[config.mk]
export PLATFORM = sky130hd
export DESIGN_NAME = rr_tdm_demux
export DESIGN_NICKNAME = d
export VERILOG_FILES = /design/src/rtl/rr_tdm_demux.sv
export SDC_FILE = /design/constraint.sdc
export NUM_CORES = 1
export LEC_CHECK = 0
export ABC_AREA = 1
export CAP_MARGIN = 20
export CORE_ASPECT_RATIO = 1.2
export CORE_MARGIN = 3
export CORE_UTILIZATION = 47
export CTS_CLUSTER_SIZE = 30
export DETAILED_ROUTE_END_ITERATION = 12
export PLACE_DENSITY = 0.87
export SLEW_MARGIN = 20
export SYNTH_ARGS = -nofsm -noshare
export SYNTH_HDL_FRONTEND = slang
export SYNTH_SLANG_ARGS = --single-unit
[constraint.sdc]
create_clock -name clk -period 1.85 [get_ports clk]
set_input_delay 0.2775 -clock clk [delete_from_list [all_inputs] [get_ports clk]]
set_output_delay 0.2775 -clock clk [all_outputs]
set_load 0.1 [all_outputs]
[src/rtl/rr_tdm_demux.sv]
// Round-robin TDM slot de-interleaver with frame-sync lock FSM and a ready/valid frame output.
// Optional saturating error counter is built when RR_TDM_DEMUX_ERR_CNT_EN is defined.
module rr_tdm_demux #(
  parameter int DATA_WIDTH   = 16,
  parameter int NUM_CHANNELS = 2
) (
  input  logic                               clk,
  input  logic                               rst_n,
  input  logic [DATA_WIDTH-1:0]              din,
  input  logic                               din_valid,
  input  logic                               frame_sync,
  output logic [NUM_CHANNELS*DATA_WIDTH-1:0] dout,
  output logic                               dout_valid,
  input  logic                               dout_ready,
  output logic                               locked,
  output logic                               sync_err,
  output logic                               overrun,
  output logic [7:0]                         err_cnt
);

  localparam int SLOT_W = $clog2(NUM_CHANNELS);
  localparam logic [SLOT_W-1:0] LAST_SLOT = SLOT_W'(NUM_CHANNELS - 1);

  typedef enum logic {HUNT, LOCKED} state_t;

  state_t                           state;
  logic [SLOT_W-1:0]                slot;
  logic [DATA_WIDTH-1:0]            bank [NUM_CHANNELS];

  logic                             realign;
  logic                             drop;
  logic                             store_en;
  logic                             frame_done;
  logic                             sync_ev;
  logic                             ovr_ev;
  logic                             load;
  logic                             handshake;
  logic [NUM_CHANNELS*DATA_WIDTH-1:0] frame_w;

  // Beat classification: realign also covers the initial acquisition out of HUNT.
  always_comb begin
    realign    = 1'b0;
    drop       = 1'b0;
    store_en   = 1'b0;
    frame_done = 1'b0;
    if (din_valid) begin
      if (state == HUNT) begin
        realign = frame_sync;
      end else if (frame_sync && (slot != '0)) begin
        realign = 1'b1;
      end else if (!frame_sync && (slot == '0)) begin
        drop = 1'b1;
      end else begin
        store_en   = 1'b1;
        frame_done = (slot == LAST_SLOT);
      end
    end
  end

  assign sync_ev   = (realign && (state == LOCKED)) || drop;
  assign handshake = dout_valid && dout_ready;
  assign load      = frame_done && (!dout_valid || dout_ready);
  assign ovr_ev    = frame_done && !load;
  assign locked    = (state == LOCKED);

  // The final slot bypasses the bank so the frame is presented one cycle after its last beat.
  always_comb begin
    frame_w = '0;
    for (int k = 0; k < NUM_CHANNELS - 1; k++) begin
      frame_w[k*DATA_WIDTH +: DATA_WIDTH] = bank[k];
    end
    frame_w[(NUM_CHANNELS-1)*DATA_WIDTH +: DATA_WIDTH] = din;
  end

  always_ff @(posedge clk or negedge rst_n) begin
    if (!rst_n) begin
      state      <= HUNT;
      slot       <= '0;
      for (int k = 0; k < NUM_CHANNELS; k++) begin
        bank[k] <= '0;
      end
      dout       <= '0;
      dout_valid <= 1'b0;
      sync_err   <= 1'b0;
      overrun    <= 1'b0;
    end else begin
      sync_err <= sync_ev;
      overrun  <= ovr_ev;

      if (realign) begin
        state   <= LOCKED;
        slot    <= SLOT_W'(1);
        bank[0] <= din;
      end else if (drop) begin
        state <= HUNT;
      end else if (store_en) begin
        bank[slot] <= din;
        slot       <= frame_done ? '0 : slot + SLOT_W'(1);
      end

      if (load) begin
        dout       <= frame_w;
        dout_valid <= 1'b1;
      end else if (handshake) begin
        dout_valid <= 1'b0;
      end
    end
  end

`ifdef RR_TDM_DEMUX_ERR_CNT_EN
  // A cycle with both events still counts once.
  always_ff @(posedge clk or negedge rst_n) begin
    if (!rst_n) begin
      err_cnt <= 8'd0;
    end else if ((sync_ev || ovr_ev) && (err_cnt != 8'hFF)) begin
      err_cnt <= err_cnt + 8'd1;
    end
  end
`else
  assign err_cnt = 8'd0;
`endif

endmodule

## Word level (Yosys, flattened, before mapping)

Cells that the tools add are included.

- Magnitude comparators: 2
- Eq/ne operators: 1
- Mux-type cells: 29
- Reduce and logical (&&, ||, !) cells: 17
- Bitwise logic cells: 4
- Add/sub/neg operators: 1

Operators with widths:

| kind | count |
|---|---|
| 32-bit 2-to-1 mux | 2 |
| 32-bit bitwise mux | 1 |
| 16-bit 2-to-1 mux | 2 |
| 1-bit 2-to-1 mux | 23 |
| 16-bit demux with 1-bit select | 1 |
| 1-bit logical AND | 7 |
| 2-bit nonzero test | 3 |
| 1-bit logical NOT | 3 |
| 1-bit inverter | 3 |
| 3-bit AND reduction | 1 |
| 2-bit greater-or-equal comparator, second input constant | 1 |
| 1-bit logical OR | 2 |
| 2-bit by 1-bit < comparator with 1-bit output, second input constant | 1 |
| 2-bit inequality test, second input constant | 1 |
| 1-bit inverter with 2-bit output | 1 |
| 2-bit AND reduction | 1 |
| 1-bit adder, second input constant | 1 |

- Output and inout bits: 44
- Flip-flop bits (word level): 69

## Logic depth before layout (Yosys ltp)

- Depth after elaboration: 10
- Gate-level depth with buffers: 9
- Mapped depth without buffers: 8

## Worst setup path before layout

OpenSTA, ideal clock, no wires.

- Path type: register to register
- Start: register state, in the netlist locked
- End: register dout[10]
- Setup time: 0.131 ns
- Path buffers: 2
- Data required time: 1.719 ns
- Arrival: 1.703 ns
- Cell stages (with the launch flop): 8
- Setup slack: 0.015 ns
- Cell sequence: dfrtp_1 > nand2_2 > clkinv_2 > nand3_2 > buf_6 > buf_6 > nand2_1 > o21ai_0

- Word-level cells in the longest chain between the ends: 3

Ends and longest elaborated chain:

| what | line | text |
|---|---|---|
| start, declared | 26 | `state_t state;` |
| start signal, assigned | 77 | `state <= HUNT;` |
| start signal, assigned | 91 | `state <= LOCKED;` |
| start signal, assigned | 95 | `state <= HUNT;` |
| 1-bit 2-to-1 mux | 47 | `if (state == HUNT) begin` |
| 1-bit 2-to-1 mux | 46 | `if (din_valid) begin` |
| 1-bit logical AND | 62 | `assign load = frame_done && (!dout_valid \|\| dout_ready);` |
| end signal, assigned | 102 | `dout <= frame_w;` |
| end, declared | 12 | `output logic [NUM_CHANNELS*DATA_WIDTH-1:0] dout,` |

Every way passes these cells.
A chain may end at the register's enable or synchronous reset.

## Worst setup path after layout

- Start: register slot
- End: register bank[19] (netlist bit)

- Word-level cells in the longest chain between the ends: 9
- Elaborated cells between the ends (all ways): 27
- Classes of those cells: order compare: 2; eq/ne: 1; mux: 17; bitwise: 2; reduce/logical: 5

Ends and longest elaborated chain:

| what | line | text |
|---|---|---|
| start, declared | 27 | `logic [SLOT_W-1:0] slot;` |
| start signal, assigned | 98 | `slot <= frame_done ? '0 : slot + SLOT_W'(1);` |
| 1-bit inverter with 2-bit output (not written as such) | 97 | `bank[slot] <= din;` |
| 2-bit greater-or-equal comparator (not written as such) or 2-bit by 1-bit < comparator with 1-bit output (tied branches) | 97 |  |
| 1-bit logical AND (not written as such) | 97 |  |
| 16-bit 2-to-1 mux (not written as such) | 97 |  |
| 16-bit demux with 1-bit select | 97 |  |
| 32-bit bitwise mux | 97 |  |
| 32-bit 2-to-1 mux | 96 | `end else if (store_en) begin` |
| 32-bit 2-to-1 mux | 94 | `end else if (drop) begin` |
| 16-bit 2-to-1 mux | 90 | `if (realign) begin` |
| end signal, assigned by index | 97 |  |
| end, declared | 28 | `logic [DATA_WIDTH-1:0] bank [NUM_CHANNELS];` |

Parallel ways exist; a longest one is shown, timed or not. The select of a mux whose other input is x is not followed.

==> run_results.csv <==
group,metric,value,unit
outcome,status,"finished, final reports clean",
die,initial_core_util,49.75,%
placed_design,place_hpwl,3462,um
yosys,async_reset_ff_share,100.0,%
setup_path,arrival,1880,ps
setup_path,crit_top_cell,"inv_1",
placed_design,gp_congestion,0.7647,
clocking,cts_inserted_buffers,5,
route,dr.pass1.iters,4,
placed_design,placed_cells,359,
yosys,synth_fa_ha_area_share,1.607,%
sta,holdWs,481.6,ps
sta,max_slew_margin,62.00,%
global_route,antenna_found_initial,0,
yosys,synth_compound_area_share,9.588,%
sta,finClkSkew,11.25,ps
die,fp.coreArea,4696,sq um
clocking,cts_tree,"built",
clocking,cts_buffer_depth,2,
layout,layout.nets,333,
sta,setup_violations,0,
yosys,synth_xor_xnor_area_share,0,%
setup_path,crit_path_max_incr_delay,410,ps
sta,drv_slew,0,
setup_path,cpMaxStageDelayCell,"dfrtp_1",
setup_path,path_max_fanout,8,
worst_hold_path,hold_class,"input port to async pin",
global_route,grt_overflow_total,0,
die,die_area,5856,sq um
clocking,clock-sinks,53,
layout,nFillCells,394,
yosys,yosys_warnings,0,
sta,fin_crit_sh,90.13,%
layout,layout_common_cells,"nand2_1, dfrtp_1, buf_4, inv_1, clkdlybuf4s50_1",
sta,worstMarginPinSlew,569.9,ps
job,maxCapViolations,0,
yosys,synth-seq-cells,53,
yosys,ys_types,22,
clocking,clk_pin_slew,100,ps
yosys,synthMuxAreaShare,0,%
layout,syn_to_final_growth,26.94,%
yosys,netlist_instances,247,
clocking,ctsResizeCount,0,
sta,fin_tns_setup,0,ps
sta,max_freq,0.5997,GHz
setup_path,crit_chain,"inv_1 -> ha_1 -> inv_1 -> nor2_1 -> nand3_4 -> buf_4 -> nand3_1 -> nand2_1",
yosys,syn_area,2336,sq um
clocking,cts_root_buf,"clkbuf_8",
setup_path,start_kind,"flip-flop",
route,drtIter0Drc,95,
sta,finalHoldViolations,0,
sta,rsz0062_at_grt,"no",
yosys,synth.largest_area_cell,"dfrtp_1",
clocking,postCtsSetupBuffers,0,
clocking,clock_latency,310,ps
die,rows,27,
yosys,synth-simple-area-share,18.69,%
global_route,grt_max_degree,38,
layout,final_core_util,63.15,%
route,antenna_left,0,
yosys,synth_edf_count,0,
yosys,ys_seq_area_share,56.78,%
setup_path,required,2060,ps
layout,fin_cells,368,
route,via_per_inst,4.758,
global_route,grt_pass1_vias,1808,
placed_design,port_buffers,56,
layout,layout_commonest_cell,"nand2_1",
layout,drive_gt1_share,24.84,%
setup_path,end_kind,"flip-flop",
route,drt-total-wl,4671,um
layout,diodes,0,
die,die_h,83.23,um
sta,fin_crit,1667,ps
yosys,ys.flop_type,"dfrtp_1",
yosys,avgSynthCellArea,9.457,sq um
route,drc,0,
clocking,htreeDepth,2,
yosys,synth.top_cell.area_share,56.78,%
die,fp.dieW,70.36,um
die,ios,65,
setup_path,timing_worst_setup_path_type,"flip-flop to flip-flop",
yosys,synthTopCellsByArea,"dfrtp_1, nand2_1, o21ai_2, inv_1, nand3_1",
yosys,synth_top_family_by_area,"simple AND/OR/NAND/NOR gates",
route,routed-via-count,1751,
route,post_drt_wl_per_cell,12.69,um
global_route,grt_usage,17.59,%
global_route,grt_pass1_wl,8252,um
==> final timing paths <==
path	startpoint	to	slack, ps	cells past startpoint
max	slot$_DFFE_PN0P_	bank[19]$_DFFE_PN0P_	180	8
min	rst_n	dout[19]$_DFFE_PN0P_	480	2
max reg2reg	slot$_DFFE_PN0P_	bank[19]$_DFFE_PN0P_	180	8
min reg2reg	dout[4]$_DFFE_PN0P_	dout[4]$_DFFE_PN0P_	490	2
max in group asynchronous	rst_n	bank[29]$_DFFE_PN0P_	800	3
min in group clk	dout[4]$_DFFE_PN0P_	dout[4]$_DFFE_PN0P_	490	2
==> repair_timing <==
item	4_1_cts	5_1_grt
hold buffers	1	0
endpoints found under the setup margin	0	0
endpoints found under the hold margin	22	0
==> synthesized netlist by cell type (2+ instances only) <==
cell,number
buf_2,2
nand2_1,73
nand3_2,2
o21ai_2,17
dfrtp_1,53
nand3_1,17
ha_1,3
nor2_1,3
o21ai_1,8
inv_1,39
o21ai_0,7
buf_6,6
buf_4,8
==> layout make-up <==
| cell class | instances | area [sq um] | share of cell area, % |
|---|---|---|---|
| sequential | 53 | 1326 | 44.73 |
| tap | 58 | 72.57 | 2.447 |
| clock inverter | 3 | 25.02 | 0.8439 |
| timing repair buffer | 66 | 593.1 | 20.00 |
| multi-input combinational | 143 | 728.2 | 24.56 |
| inverter | 40 | 151.4 | 5.105 |
| clock buffer | 5 | 68.82 | 2.321 |
==> sequential cells by signal, summed over array words and instances, names as in the netlist <==
register    count
slot            1
sync_err        1
dout           32
dout_valid      1
locked          1
bank           16
overrun         1
==> cell families after synthesis <==
kind of cell / count (synthesis)
buffers and inverters: 58
other: 1
adders and majority gates: 3
and+or+nand+nor: 100
DFF: 53
AOI/OAI and AO/OA: 32
==> metrics by stage <==
stage               setup WS [ps]  area [sq um]
floorplan                   15.43          2362
global placement           -37.08          2861
detailed placement         -134.3          2861
CTS                         186.8          2965
global route                63.54          2965
finish                      182.6          2965
==> per-layer routing <==
| metal | vias up | routed length [um] | global-route usage, % |
|---|---|---|---|
| met5 | - | 0 | 0 |
| met4 | 0 | 40 | 5.749 |
| li1 | 859 | - | - |
| met1 | 840 | 1849 | 20.41 |
| met2 | 50 | 2521 | 31.18 |
| met3 | 2 | 259 | 4.479 |
==> worst max-delay path: cells and delay by family (launching register included) <==
family	cells	cell delay [ps]
adder cells (fa/ha/maj)	1	290
AND/OR/NAND/NOR	4	520
flip-flops	1	410
buffers and inverters	3	350
Power is left out: the tool's default activity adds up to more than one toggle a clock period on the data nets, which glitch-free logic cannot reach.
